[src/rtl/branch_target_unit_if.sv]
// Request/result bundle for the PC-relative branch target unit.
// The master drives requests and pipeline controls; the slave returns registered results.
interface branch_target_unit_if #(
    parameter int WIDTH = 32,
    parameter int IMM_W = 16
);
    logic             in_valid;
    logic             stall;
    logic             flush;
    logic [WIDTH-1:0] pc_in;
    logic [IMM_W-1:0] imm_in;
    logic             out_valid;
    logic [WIDTH-1:0] target_out;
    logic             carry_out;
    logic             ovf_out;

    modport master (
        output in_valid, stall, flush, pc_in, imm_in,
        input  out_valid, target_out, carry_out, ovf_out
    );

    modport slave (
        input  in_valid, stall, flush, pc_in, imm_in,
        output out_valid, target_out, carry_out, ovf_out
    );
endinterface

[src/rtl/branch_target_unit.sv]
// Pipelined PC + (sext(imm) << SHIFT) target generator with carry/overflow flags.
// One or two register stages; the two-stage version splits the add at WIDTH/2.
module branch_target_unit #(
    parameter int WIDTH  = 32,
    parameter int IMM_W  = 16,
    parameter int SHIFT  = 2,
    parameter int STAGES = 2
) (
    input  logic                 Clk,
    input  logic                 Reset_n,
    branch_target_unit_if.slave  bus
);
    localparam int HALF = WIDTH / 2;

    logic signed [IMM_W-1:0] imm_s;
    logic signed [WIDTH-1:0] imm_sext;
    logic        [WIDTH-1:0] ext;

    logic             out_valid_q;
    logic [WIDTH-1:0] target_q;
    logic             carry_q;
    logic             ovf_q;

    assign imm_s    = bus.imm_in;
    assign imm_sext = WIDTH'(imm_s);
    assign ext      = imm_sext << SHIFT;

    assign bus.out_valid  = out_valid_q;
    assign bus.target_out = target_q;
    assign bus.carry_out  = carry_q;
    assign bus.ovf_out    = ovf_q;

    generate
        if (STAGES == 1) begin : g_one_stage
            logic [WIDTH:0] sum;
            logic           ovf;

            assign sum = {1'b0, bus.pc_in} + {1'b0, ext};
            assign ovf = (bus.pc_in[WIDTH-1] == ext[WIDTH-1]) &&
                         (sum[WIDTH-1] != bus.pc_in[WIDTH-1]);

            always_ff @(posedge Clk) begin
                if (!Reset_n) begin
                    out_valid_q <= 1'b0;
                    target_q    <= '0;
                    carry_q     <= 1'b0;
                    ovf_q       <= 1'b0;
                end else if (bus.flush) begin
                    out_valid_q <= 1'b0;
                end else if (!bus.stall) begin
                    out_valid_q <= bus.in_valid;
                    if (bus.in_valid) begin
                        target_q <= sum[WIDTH-1:0];
                        carry_q  <= sum[WIDTH];
                        ovf_q    <= ovf;
                    end
                end
            end
        end else begin : g_two_stage
            logic            s1_valid;
            logic [HALF-1:0] s1_lo;
            logic            s1_carry;
            logic [HALF-1:0] s1_pc_hi;
            logic [HALF-1:0] s1_ext_hi;
            logic [HALF:0]   lo_sum;
            logic [HALF:0]   hi_sum;
            logic            hi_ovf;

            assign lo_sum = {1'b0, bus.pc_in[HALF-1:0]} + {1'b0, ext[HALF-1:0]};
            assign hi_sum = {1'b0, s1_pc_hi} + {1'b0, s1_ext_hi} + {{HALF{1'b0}}, s1_carry};
            // Signed overflow depends only on the top bits, all of which live in the upper half.
            assign hi_ovf = (s1_pc_hi[HALF-1] == s1_ext_hi[HALF-1]) &&
                            (hi_sum[HALF-1] != s1_pc_hi[HALF-1]);

            always_ff @(posedge Clk) begin
                if (!Reset_n) begin
                    s1_valid    <= 1'b0;
                    s1_lo       <= '0;
                    s1_carry    <= 1'b0;
                    s1_pc_hi    <= '0;
                    s1_ext_hi   <= '0;
                    out_valid_q <= 1'b0;
                    target_q    <= '0;
                    carry_q     <= 1'b0;
                    ovf_q       <= 1'b0;
                end else if (bus.flush) begin
                    s1_valid    <= 1'b0;
                    out_valid_q <= 1'b0;
                end else if (!bus.stall) begin
                    s1_valid    <= bus.in_valid;
                    out_valid_q <= s1_valid;
                    if (bus.in_valid) begin
                        s1_lo     <= lo_sum[HALF-1:0];
                        s1_carry  <= lo_sum[HALF];
                        s1_pc_hi  <= bus.pc_in[WIDTH-1:HALF];
                        s1_ext_hi <= ext[WIDTH-1:HALF];
                    end
                    if (s1_valid) begin
                        target_q <= {hi_sum[HALF-1:0], s1_lo};
                        carry_q  <= hi_sum[HALF];
                        ovf_q    <= hi_ovf;
                    end
                end
            end
        end
    endgenerate
endmodule

[src/flat_wrapper.sv]
// flat-port wrapper written by rule: the top's interface ports become plain ports
module branch_target_unit_flat 
#(
    parameter int WIDTH  = 32,
    parameter int IMM_W  = 16,
    parameter int SHIFT  = 2,
    parameter int STAGES = 2
)
  (Clk, Reset_n, bus_in_valid, bus_stall, bus_flush, bus_pc_in, bus_imm_in, bus_out_valid, bus_target_out, bus_carry_out, bus_ovf_out);
  branch_target_unit_if #(.WIDTH(WIDTH), .IMM_W(IMM_W)) bus_i ();
  input  logic Clk;
  input  logic Reset_n;
  input wire logic [$bits(bus_i.in_valid)-1:0] bus_in_valid;
  input wire logic [$bits(bus_i.stall)-1:0] bus_stall;
  input wire logic [$bits(bus_i.flush)-1:0] bus_flush;
  input wire logic [$bits(bus_i.pc_in)-1:0] bus_pc_in;
  input wire logic [$bits(bus_i.imm_in)-1:0] bus_imm_in;
  output wire logic [$bits(bus_i.out_valid)-1:0] bus_out_valid;
  output wire logic [$bits(bus_i.target_out)-1:0] bus_target_out;
  output wire logic [$bits(bus_i.carry_out)-1:0] bus_carry_out;
  output wire logic [$bits(bus_i.ovf_out)-1:0] bus_ovf_out;
  assign bus_i.in_valid = bus_in_valid;
  assign bus_i.stall = bus_stall;
  assign bus_i.flush = bus_flush;
  assign bus_i.pc_in = bus_pc_in;
  assign bus_i.imm_in = bus_imm_in;
  assign bus_out_valid = bus_i.out_valid;
  assign bus_target_out = bus_i.target_out;
  assign bus_carry_out = bus_i.carry_out;
  assign bus_ovf_out = bus_i.ovf_out;
  branch_target_unit #(.WIDTH(WIDTH), .IMM_W(IMM_W), .SHIFT(SHIFT), .STAGES(STAGES)) u_core (.Clk(Clk), .Reset_n(Reset_n), .bus(bus_i));
endmodule
[config.mk]
export PLATFORM = sky130hd
export DESIGN_NAME = branch_target_unit_flat
export DESIGN_NICKNAME = d
export VERILOG_FILES = /design/src/rtl/branch_target_unit_if.sv /design/src/rtl/branch_target_unit.sv /design/src/flat_wrapper.sv
export SDC_FILE = /design/constraint.sdc
export NUM_CORES = 1
export LEC_CHECK = 0
export CORE_UTILIZATION = 51
export DETAILED_ROUTE_END_ITERATION = 10
export PLACE_DENSITY = 0.83
export SLEW_MARGIN = 5
export SYNTH_ARGS = -nofsm -noshare
export SYNTH_HDL_FRONTEND = slang
export SYNTH_SLANG_ARGS = --single-unit
[constraint.sdc]
create_clock -name Clk -period 3.25 [get_ports Clk]
set_clock_uncertainty 0.05 [all_clocks]
set_input_delay 0.4875 -clock Clk [delete_from_list [all_inputs] [get_ports Clk]]
set_output_delay 0.4875 -clock Clk [all_outputs]
set_load 0.02 [all_outputs]
==> Word level (Yosys, flattened, before mapping) <==
Cells that the tools add are included.
{ "word_totals": {"regBits": 71, "input_bits": 53, "output_inout_bits": 35, "elab_cells": 21} }
{ "op_classes": {"add_sub_neg": 3, "eq_ne": 2, "n_bitwise": 3, "n_reduce_logical": 4} }
{ "ops": {"columns": ["op", "count"], "rows": [
  ["$add 16x16->17", 2],
  ["$add 17x1->17", 1],
  ["$reduce_and 3->1", 2],
  ["$not 1->1", 3],
  ["$reduce_or 2->1", 1],
  ["$eq 1x1->1", 1],
  ["$logic_and 1x1->1", 1],
  ["$ne 1x1->1", 1]
]} }

==> Logic depth before layout (Yosys ltp) <==
Gate-level depths: netlist (run 1).
{ "depth": {"ltp_word": 4, "depth_mapped": 8, "mapped_depth_nobuf": 8} }

==> Worst setup path after synthesis (run 1) <==
Ideal clock, no wire load.
{ "synth_path": {"path_type": "reg-to-reg", "start": "register u_core.g_two_stage.s1_ext_hi[0]", "end": "register u_core.target_q[26], in the netlist u_core.bus.target_out[26]", "setup_time_ns": 0.115, "arrival_ns": 2.232, "t_required_ns": 3.085, "slack_ns": 0.853, "stages_incl_launch_ff": 9, "path_buffers": 0, "synth_period_minus_slack_ns": 2.397, "cell_sequence": "dfxtp_1 > fa_1 > fa_1 > a211oi_2 > o211ai_2 > a41oi_1 > xor2_1 > o21ai_1 > and2_1"} }
{ "synth_via": {"elab_chain_len": 2} }
{ "synth_rtl": {"columns": ["item", "line_no", "text"], "rows": [
  ["from (decl)", "branch_target_unit.sv:64", "logic [HALF-1:0] s1_ext_hi;"],
  ["from (signal assigned)", "branch_target_unit.sv:96", "s1_ext_hi <= ext[WIDTH-1:HALF];"],
  ["$add 16x16->17", "branch_target_unit.sv:70", "assign hi_sum = {1'b0, s1_pc_hi} + {1'b0, s1_ext_hi} + {{HALF{1'b0}}, s1_carry};"],
  ["$add 17x1->17", "branch_target_unit.sv:70", null],
  ["to (signal assigned)", "branch_target_unit.sv:99", "target_q <= {hi_sum[HALF-1:0], s1_lo};"],
  ["to (decl)", "branch_target_unit.sv:20", "logic [WIDTH-1:0] target_q;"]
]} }
Every way passes these cells.
A chain may end at the register's enable or synchronous reset.

==> Worst setup path in the final report (run 1) <==
{ "layout_path": {"start": "register u_core.g_two_stage.s1_ext_hi[0]", "end": "register u_core.target_q[28], in the netlist u_core.bus.target_out[28]"} }
The elaborated chain is that of the path after synthesis.

==> results of run 1 <==
[worst max-delay path, stage by stage, from the launching register on]
cell and delay [ns]:
sky130_fd_sc_hd__dfxtp_1 0.34, sky130_fd_sc_hd__fa_1 0.50, sky130_fd_sc_hd__fa_1 0.46, sky130_fd_sc_hd__a211oi_2 0.37
sky130_fd_sc_hd__o211ai_2 0.17, sky130_fd_sc_hd__a31oi_2 0.27, sky130_fd_sc_hd__xor2_1 0.20, sky130_fd_sc_hd__o21ai_1 0.07
sky130_fd_sc_hd__and2_1 0.18
[state kept, by name, summed over array words and instances (netlist names)]
register	flops
u_core.bus.out_valid	1
u_core.g_two_stage.s1_lo	16
u_core.g_two_stage.s1_carry	1
u_core.bus.carry_out	1
u_core.g_two_stage.s1_pc_hi	16
u_core.bus.target_out	32
u_core.g_two_stage.s1_ext_hi	2
u_core.g_two_stage.s1_valid	1
u_core.bus.ovf_out	1
[layer usage]
layer  GRT usage (%)  vias to the layer above  share of wire [%]
li1                -                     1845                  -
met1           26.29                     1745                 42
met2           42.68                       95                 50
met3           6.281                       17                5.3
met4           7.804                        0                1.8
met5               0                        -                  0
[how the worst min path moves through the flow]
stage,start,end,slack [ns],cells past startpoint
2_1_floorplan,u_core.g_two_stage.s1_valid,u_core.g_two_stage.s1_valid,0.38,2
3_3_place_gp,u_core.bus.target_out[22],u_core.bus.target_out[22],0.39,2
3_5_place_dp,u_core.g_two_stage.s1_lo[10],u_core.bus.target_out[10],0.40,2
4_1_cts,u_core.g_two_stage.s1_lo[10],u_core.bus.target_out[10],0.41,2
5_1_grt,u_core.bus.out_valid,u_core.bus.out_valid,0.43,2
6_report,u_core.bus.target_out[8],u_core.bus.target_out[8],0.41,2
[cell families (layout without fill, tap and decap cells)]
| group | Yosys count | count (layout) |
|---|---|---|
| AND/OR/NAND/NOR | 179 | 179 |
| AO/OA/AOI/OAI | 152 | 152 |
| flip-flops | 71 | 71 |
| adder cells (fa/ha/maj) | 32 | 32 |
| buffers and inverters | 29 | 110 |
| XOR/XNOR | 19 | 19 |
[area by class of cell]
| cell class | instances | area (µm²) | share of cell area [%] |
|---|---|---|---|
| clock buffers | 9 | 123.9 | 2.414 |
| clock inverters | 6 | 38.79 | 0.7559 |
| inverters | 3 | 11.26 | 0.2195 |
| multi-input cells | 382 | 2505 | 48.82 |
| flip-flops and latches | 71 | 1421 | 27.70 |
| well taps | 102 | 127.6 | 2.487 |
| repair buffers | 92 | 903.4 | 17.61 |
[through the flow]
stage	util, %	total power, mW
floorplan	-	1.110
CTS	66.75	1.812
detailed placement	64.63	1.218
finish	66.75	1.798
global placement	64.63	1.209
global route	66.75	1.891
[where the power goes]
group | leakage, nW | switching (mW) | internal, mW
clock network | 0.0809 | 0.330 | 0.269
registers | 0.575 | 0.0138 | 0.889
logic | 1.29 | 0.148 | 0.149
total | 1.94 | 0.491 | 1.31
[cells in the final DEF (no fill, tap or decap), drive strengths merged, types with 2 or more instances in the layout]
cell type / synthesis / layout
o311ai: 2 / 2
o21bai: 3 / 3
xnor2: 7 / 7
o31ai: 3 / 3
o211a: 3 / 3
nand3: 10 / 10
inv: 3 / 3
nor2: 18 / 18
nor3: 5 / 5
o21ai: 39 / 39
a21oi: 22 / 22
a21boi: 42 / 42
and3: 2 / 2
and2: 13 / 13
xor2: 12 / 12
a211oi: 10 / 10
buf: 9 / 6
nand4b: 2 / 2
nand2: 115 / 115
nand2b: 4 / 4
dfxtp: 71 / 71
ha: 29 / 29
clkbuf: 17 / 9
clkdlybuf4s50: 0 / 86
clkinvlp: 0 / 2
o211ai: 6 / 6
a41oi: 5 / 5
a2111oi: 3 / 3
clkinv: 0 / 4
nand4: 5 / 5
nor2b: 2 / 2
or2: 2 / 2
fa: 3 / 3
a31oi: 3 / 3
a21o: 8 / 8
==> impl_metrics.ini, run 1 <==
[synth]
avgSynthCellArea_um2 = 8.387
synth_xor_area_share_pct = 4.116
async_s_r_ff_share_synth_pct = 0
synth_top_family_by_area = compound AO/OA/AOI/OAI gates
synth_ff_type = sky130_fd_sc_hd__dfxtp_1
total_standard_cell_area_after_synthesis_mm2 = 0.004043
synth_compound_gate_area_share_pct = 27.67
synth_common_cells = sky130_fd_sc_hd__nand2_1, sky130_fd_sc_hd__dfxtp_1, sky130_fd_sc_hd__a21boi_0
synth_fa_ha_area_share_pct = 10.46
yosys_reg_bits = 71
synth_warnings = 0
netlist-cell-type-count = 53
ys_seq_area_share_pct = 35.16
yosys.area.top_type = sky130_fd_sc_hd__dfxtp_1
synth_enable_flop_cells = 0
synthMuxAreaShare_pct = 0
synthesis.nets = 567
netlist_instances = 482
yosys-top-cells-area = sky130_fd_sc_hd__dfxtp_1, sky130_fd_sc_hd__nand2_1, sky130_fd_sc_hd__ha_1
synth_simple_gate_area_share_pct = 19.59
proportion_of_netlist_area_held_by_the_largest_area_contributor_pct = 35.16
yosys.cell_count.top_type = sky130_fd_sc_hd__nand2_1

[detailed_routing]
detail_route.iter0.violations = 134
drt-total-wl_um = 9199
num_vias = 3702
via_per_inst = 5.567
drtPass1Iterations = 4
route.detailed.wl_per_inst_um = 13.83
route.detailed.drc = 0
drt.antenna.violating_nets = 0

[clock_network]
cts-htree-levels = 3
number_of_cts_inserted_buffers = 9
cts_sinks = 71
cts_tree = built
cts_clock_pin_slew_for_the_worst_setup_and_hold_paths_ns = 0.08
cts_setup_buffers = 0
root_buffer = sky130_fd_sc_hd__clkbuf_8
cts_repair_resize_count = 0
cts_hold_buffers = 0
clock_path_buffers = 2
clk-insertion-delay-late_ns = 0.35

[setup_path]
critical_path.startpoint = u_core.g_two_stage.s1_ext_hi[0]
setup.worst_path.end = u_core.bus.target_out[28]
path_max_fanout = 4
worst_r2r_endpoint = u_core.bus.target_out[28]
worst_r2r_path_depth = 8
launch_instance_of_the_worst_register_to_register_path = u_core.g_two_stage.s1_ext_hi[0]
endpoint_class_of_the_critical_path = flip-flop
worstPathRequired_ns = 3.43
crit_type = reg -> reg
worst_case_register_to_register_setup_slack_ns = 0.54
crit_path_start_kind = flip-flop
critical_path_arrival_ns = 2.90

[floorplan]
top_level_ports = 88
die_area_mm2 = 0.008286
rows = 32
fp.dieH_um = 91.03
floorplan.initialDensity_pct = 52.59
core_area_mm2 = 0.007687
dieWidth_um = 91.03

[flow_run]
maxCapViolations = 0

[global_routing]
grt_pass1_wl_um = 15770
grt_remaining_overflow = 0
grt_util_all_layers_pct = 23.44
via_count_of_the_first_global_routing_pass = 3609
grt_max_degree = 52
number_of_antenna_violations_at_the_first_check_in_global_routing = 0

[sta]
timing.final.setup_violations = 0
hold-worst-slack_ns = 0.4124
period_minus_slack_ns = 2.712
postLayoutSetupSlackWorst_ns = 0.5376
max_freq_mhz = 368.7
fin_crit_sh_pct = 83.46
worstMarginPinSlew_ns = 0.7263
slew_headroom_pct = 51.58
setup_total_negative_slack_ns = 0
grt_setup_unrepaired = no
final_max_slew_viol_count = 0
final-hold-violation-count = 0

[cells_and_area]
syn_to_final_growth_pct = 26.93
design.final.nets = 644
instances_no_fill = 665
n_fill_cell = 655
diodes = 0
fin_area_mm2 = 0.005131
fraction_of_layout_instances_using_a_drive_strength_above_1_pct = 7.460

[power]
worst_ir_drop_vdd_v = 0.0001993
power_per_cell_area_mw_per_mm2 = 350.4
total_leakage_power_nw = 1.944

[worst_hold_path]
type_of_the_worst_min_delay_path = reg -> reg

[placement]
detailedPlace.worstSlack_ns = 0.2349
dp.cells = 650
dpl-instance-area_mm2 = 0.004969
place.port_buffers = 87
place.gp.congestion = 0.8610
dpl.hpwl_um = 6928

[outcome]
result_of_the_run = finished clean
Power figures use the tool's default switching activity.
==> inputs of run 2 (changes only) <==
- clock period: 3.25 -> 2.5 ns (I/O delays scaled with it)
==> run 2 against run 1 <==
Worst hold slack lost 0.011 ns. Non-clock buffer count grew 28. Critical endpoint is now u_core.bus.target_out[26]. Die area is the same. Largest power group unchanged. Clock power grew 75%. Global-route usage grew 0.74 points. Highest routed layer unchanged. Sequential power grew 30%. First-iteration DRC count grew 8.2%. Combinational power grew 44%. Core utilization grew 4.1 points. Final cell count grew 4.4%. Register-to-register slack lost 0.43 ns. Routed wire length grew 4.5%.
==> impl_metrics.ini, run 2 (same netlist as run 1, synthesis figures left out) <==
[outcome]
result_of_the_run = finished clean

[detailed_routing]
num_vias = 3792
via_per_inst = 5.464
route.detailed.drc = 0
drtPass1Iterations = 4
detail_route.iter0.violations = 145
route.detailed.wl_per_inst_um = 13.85
drt.antenna.violating_nets = 0
drt-total-wl_um = 9609

[setup_path]
worst_case_register_to_register_setup_slack_ns = 0.10
path_max_fanout = 3
critical_path.slowest_cell = sky130_fd_sc_hd__fa_2
worst_r2r_endpoint = u_core.bus.target_out[26]
worstPathBufferInverterCount = 0
critical_path_arrival_ns = 2.59
cpLargestDelayFamily = adder cells
path_cells = fa_2, fa_1, a211oi_2, o211ai_2, a41oi_2, xor2_1, o21ai_1, and2_1
worstPathRequired_ns = 2.70
worst_r2r_path_depth = 8
critical_path.startpoint = u_core.g_two_stage.s1_ext_hi[0]
crit_type = reg -> reg
endpoint_class_of_the_critical_path = flip-flop
crit_path_start_kind = flip-flop
critical_path_max_stage_delay_ns = 0.43
launch_instance_of_the_worst_register_to_register_path = u_core.g_two_stage.s1_ext_hi[0]

[floorplan]
rows = 32
dieWidth_um = 91.03
fp.dieH_um = 91.03
top_level_ports = 88
die_area_mm2 = 0.008286
floorplan.initialDensity_pct = 52.59
core_area_mm2 = 0.007687

[power]
power_per_cell_area_mw_per_mm2 = 485.8
seqPwrFrac_pct = 44.3
clock_power_share_pct = 39.6
pwr-share-comb_pct = 16.1
worst_ir_drop_vdd_v = 0.0002246
power.switching_mw = 0.6772
report.power.total_mw = 2.645
sw_frac_of_total_pct = 25.60
total_leakage_power_nw = 2.119
cell_internal_pwr_mw = 1.968

[cells_and_area]
largest_reg_flops = 32
syn_to_final_growth_pct = 34.70
layout.cells.most_common = sky130_fd_sc_hd__nand2_1
final_cell_mix = sky130_fd_sc_hd__nand2_1, sky130_fd_sc_hd__clkdlybuf4s50_1, sky130_fd_sc_hd__dfxtp_1
layout.area.seq_mm2 = 0.001423
n_fill_cell = 627
fraction_of_layout_instances_using_a_drive_strength_above_1_pct = 12.50
multiInputGateArea_mm2 = 0.002527
diodes = 0
design.final.nets = 672

[sta]
worstMarginPinSlew_ns = 0.5435
slew_headroom_pct = 63.77
period_minus_slack_ns = 2.395
final_max_slew_viol_count = 0
grt_setup_unrepaired = no
max_freq_mhz = 417.5
postLayoutSetupSlackWorst_ns = 0.1047
setup_total_negative_slack_ns = 0
final-hold-violation-count = 0
timing.final.setup_violations = 0
fin_crit_sh_pct = 95.81

[global_routing]
grt_max_degree = 38
via_count_of_the_first_global_routing_pass = 3735
number_of_antenna_violations_at_the_first_check_in_global_routing = 0
grt_util_all_layers_pct = 24.18
grt_pass1_wl_um = 16410
grt_remaining_overflow = 0

[worst_hold_path]
worstHoldEndpoint = u_core.bus.target_out[22]
type_of_the_worst_min_delay_path = reg -> reg
hold_path.startpoint = u_core.bus.target_out[22]
min_path_cells = 2

[clock_network]
cts_sinks = 71
cts_clock_pin_slew_for_the_worst_setup_and_hold_paths_ns = 0.08
cts_tree = built
clk-insertion-delay-late_ns = 0.35
cts-htree-levels = 3
number_of_cts_inserted_buffers = 9
root_buffer = sky130_fd_sc_hd__clkbuf_8
clock_path_buffers = 2

[placement]
place.gp.congestion = 0.8829
place.port_buffers = 87
dpl.hpwl_um = 7224
detailedPlace.worstSlack_ns = -0.2735

[flow_run]
maxCapViolations = 0
[run 2: worst max path at each step]
stage               cells after the start                           to
finish                                  8    u_core.bus.target_out[26]
global route                            8    u_core.bus.target_out[26]
CTS                                     8    u_core.bus.target_out[26]
detailed placement                     10  u_core.g_two_stage.s1_carry
global placement                       10  u_core.g_two_stage.s1_carry
floorplan                               8    u_core.bus.target_out[26]
[run 2: worst min-delay path, delay by kind of cell, from the launching register on]
kind	cells	cell delay, ns
AO/OA/AOI/OAI	1	0.05
AND/OR/NAND/NOR	1	0.05
flip-flops	1	0.31
[run 2: metrics by stage]
step           hold slack [ns]  util (%)  area [µm²]  cells
2_1_floorplan           0.3848         -        4043    482
3_5_place_dp            0.3952     67.53        5191    678
3_3_place_gp            0.3877     67.53        5191    678
4_1_cts                 0.4038     70.65        5431    694
6_report                0.4014     70.83        5445    694
5_1_grt                 0.4276     70.83        5445    694
[run 2: layout make-up]
cell class | instances | area share [%]
tap | 102 | 2.344
multi-input combinational | 382 | 46.42
sequential | 71 | 26.13
inverter | 3 | 0.2068
timing repair buffer | 120 | 20.68
clock inverter | 6 | 1.700
clock buffer | 10 | 2.528
[run 2: what timing repair did]
| action | 4_1_cts | 5_1_grt |
|---|---|---|
| pin swaps | 2 | 3 |
| gates resized for setup | 2 | 2 |
| gates cloned | 0 | 0 |
| hold buffers | 0 | 0 |
| setup buffers | 0 | 0 |
| setup endpoints to repair | 1 | 7 |
[run 2: metal layers]
| metal | GRT usage [%] | share of wire (%) | up-vias |
|---|---|---|---|
| li1 | - | - | 1916 |
| met1 | 27.56 | 43 | 1762 |
| met2 | 44.00 | 50 | 96 |
| met3 | 4.774 | 5.1 | 18 |
| met4 | 9.656 | 1.9 | 0 |
| met5 | 0 | 0 | - |
[run 2: power by group through the flow]
stage	Sequential (mW)	Combinational (mW)	Clock (mW)
after floorplan	1.20	0.246	0
after global placement	1.20	0.405	0
after detailed placement	1.20	0.418	0
after CTS	1.17	0.422	1.06
after global routing	1.17	0.471	1.12
final	1.17	0.425	1.05
==> inputs of run 3 (changes only) <==
- PLACE_DENSITY: 0.83 -> 0.86
- SKIP_LAST_GASP: default -> 1
==> run 3 against run 2 <==
First-iteration DRC count grew 17%. Via count increased by 0.92%. Worst hold slack better by 0.0017 ns. Routed wire length up 1.3%. Flip-flop and latch count unchanged. Global-route usage up 0.41 points.
==> impl_metrics.ini, run 3 (same netlist as run 1, synthesis figures left out) <==
[outcome]
result_of_the_run = finished clean

[floorplan]
core_area_mm2 = 0.007687
dieWidth_um = 91.03
rows = 32
die_area_mm2 = 0.008286
top_level_ports = 88
floorplan.initialDensity_pct = 52.59
fp.dieH_um = 91.03

[worst_hold_path]
type_of_the_worst_min_delay_path = reg -> reg

[clock_network]
cts_hold_buffers = 0
clock_path_buffers = 2
cts_clock_pin_slew_for_the_worst_setup_and_hold_paths_ns = 0.08
cts-htree-levels = 3
cts_tree = built
root_buffer = sky130_fd_sc_hd__clkbuf_8
clk-insertion-delay-late_ns = 0.35
cts_setup_buffers = 0
number_of_cts_inserted_buffers = 9
cts_sinks = 71

[sta]
max_freq_mhz = 417.3
grt_setup_unrepaired = no
final-hold-violation-count = 0
timing.final.setup_violations = 0
setup_total_negative_slack_ns = 0
period_minus_slack_ns = 2.397
postLayoutSetupSlackWorst_ns = 0.1035
worstMarginPinSlew_ns = 0.7209
final_max_slew_viol_count = 0
slew_headroom_pct = 51.94
fin_crit_sh_pct = 95.86

[cells_and_area]
syn_to_final_growth_pct = 34.14
diodes = 0
final_cell_mix = sky130_fd_sc_hd__nand2_1, sky130_fd_sc_hd__clkdlybuf4s50_1, sky130_fd_sc_hd__dfxtp_1
design.final.nets = 665
fraction_of_layout_instances_using_a_drive_strength_above_1_pct = 11.45
largest_reg_flops = 32
n_fill_cell = 627
layout.cells.most_common = sky130_fd_sc_hd__nand2_1

[setup_path]
endpoint_class_of_the_critical_path = flip-flop
path_max_fanout = 3
critical_path_arrival_ns = 2.59
crit_path_start_kind = flip-flop
crit_type = reg -> reg
worstPathRequired_ns = 2.70

[global_routing]
via_count_of_the_first_global_routing_pass = 3678
grt_pass1_wl_um = 16730
grt_max_degree = 52
grt_util_all_layers_pct = 24.59
number_of_antenna_violations_at_the_first_check_in_global_routing = 0
grt_remaining_overflow = 0

[detailed_routing]
drt.antenna.violating_nets = 0
num_vias = 3827
route.detailed.wl_per_inst_um = 14.16
drt-total-wl_um = 9730
detail_route.iter0.violations = 169
via_per_inst = 5.571
drtPass1Iterations = 5
route.detailed.drc = 0

[placement]
detailedPlace.worstSlack_ns = -0.2411
place.port_buffers = 87
dpl.hpwl_um = 7322
place.gp.congestion = 0.9204

[flow_run]
maxCapViolations = 0

[power]
report.power.total_mw = 2.748
power_per_cell_area_mw_per_mm2 = 506.8
total_leakage_power_nw = 2.094
worst_ir_drop_vdd_v = 0.0002622
## run 3: changes by cell type in the layout (fill, tap and decap cells not counted)
cell | previous run | this run
sky130_fd_sc_hd__buf_4 | 32 | 25
sky130_fd_sc_hd__clkinvlp_4 | 2 | 1
sky130_fd_sc_hd__a211oi_2 | 1 | 0
sky130_fd_sc_hd__clkinv_4 | 1 | 0
sky130_fd_sc_hd__bufinv_16 | 2 | 3
sky130_fd_sc_hd__a211oi_4 | 0 | 1
sky130_fd_sc_hd__inv_6 | 1 | 2
## run 3: per-stage QoR
step	util, %	std cells	hold WS (ns)	area (µm²)
3_5_place_dp	66.85	671	0.3971	5139
4_1_cts	70.23	687	0.4056	5399
5_1_grt	70.54	687	0.4311	5423
6_report	70.54	687	0.4031	5423
3_3_place_gp	66.85	671	0.3876	5139
2_1_floorplan	-	482	0.3848	4043
## run 3: layout make-up
type,instances,area [µm²],area share (%)
repair buffers,113,1074,19.80
clock inverters,6,115.1,2.123
clock buffers,10,137.6,2.538
multi-input cells,382,2535,46.75
flip-flops and latches,71,1423,26.23
inverters,3,11.26,0.2077
well taps,102,127.6,2.353
## run 3: path summary, 6_finish.rpt
path / to / slack (ns) / cells past startpoint / from
max: u_core.bus.carry_out / 0.10 / 8 / u_core.g_two_stage.s1_ext_hi[0]
min: u_core.bus.target_out[30] / 0.40 / 2 / u_core.bus.target_out[30]
max reg2reg: u_core.bus.carry_out / 0.10 / 8 / u_core.g_two_stage.s1_ext_hi[0]
min reg2reg: u_core.bus.target_out[30] / 0.40 / 2 / u_core.bus.target_out[30]
## run 3: layer usage
metal | share of wire [%] | wire length [µm] | global-route usage [%]
met5 | 0 | 0 | 0
met4 | 1.7 | 165 | 7.540
met3 | 4.5 | 437 | 5.276
met2 | 52 | 5032 | 44.76
met1 | 42 | 4094 | 28.63
## run 3: critical path: stages, from the launching register on
cell and delay (ns):
sky130_fd_sc_hd__dfxtp_1 0.34, sky130_fd_sc_hd__fa_1 0.48, sky130_fd_sc_hd__fa_2 0.40, sky130_fd_sc_hd__a211oi_4 0.26
sky130_fd_sc_hd__o211ai_2 0.15, sky130_fd_sc_hd__a31oi_2 0.21, sky130_fd_sc_hd__buf_4 0.15, sky130_fd_sc_hd__o311ai_1 0.11
sky130_fd_sc_hd__o211a_1 0.15
## run 3: what timing repair did
action,in CTS,in global routing
endpoints found under the setup margin,1,7
hold endpoints to repair,0,0
pin swaps,2,3
gates resized for setup,1,4
## run 3: power breakdown
group,leakage (nW),switching (mW),total (mW),internal [mW]
Clock,0.124,0.453,1.15,0.697
Sequential,0.575,0.0167,1.17,1.16
Combinational,1.40,0.208,0.427,0.218
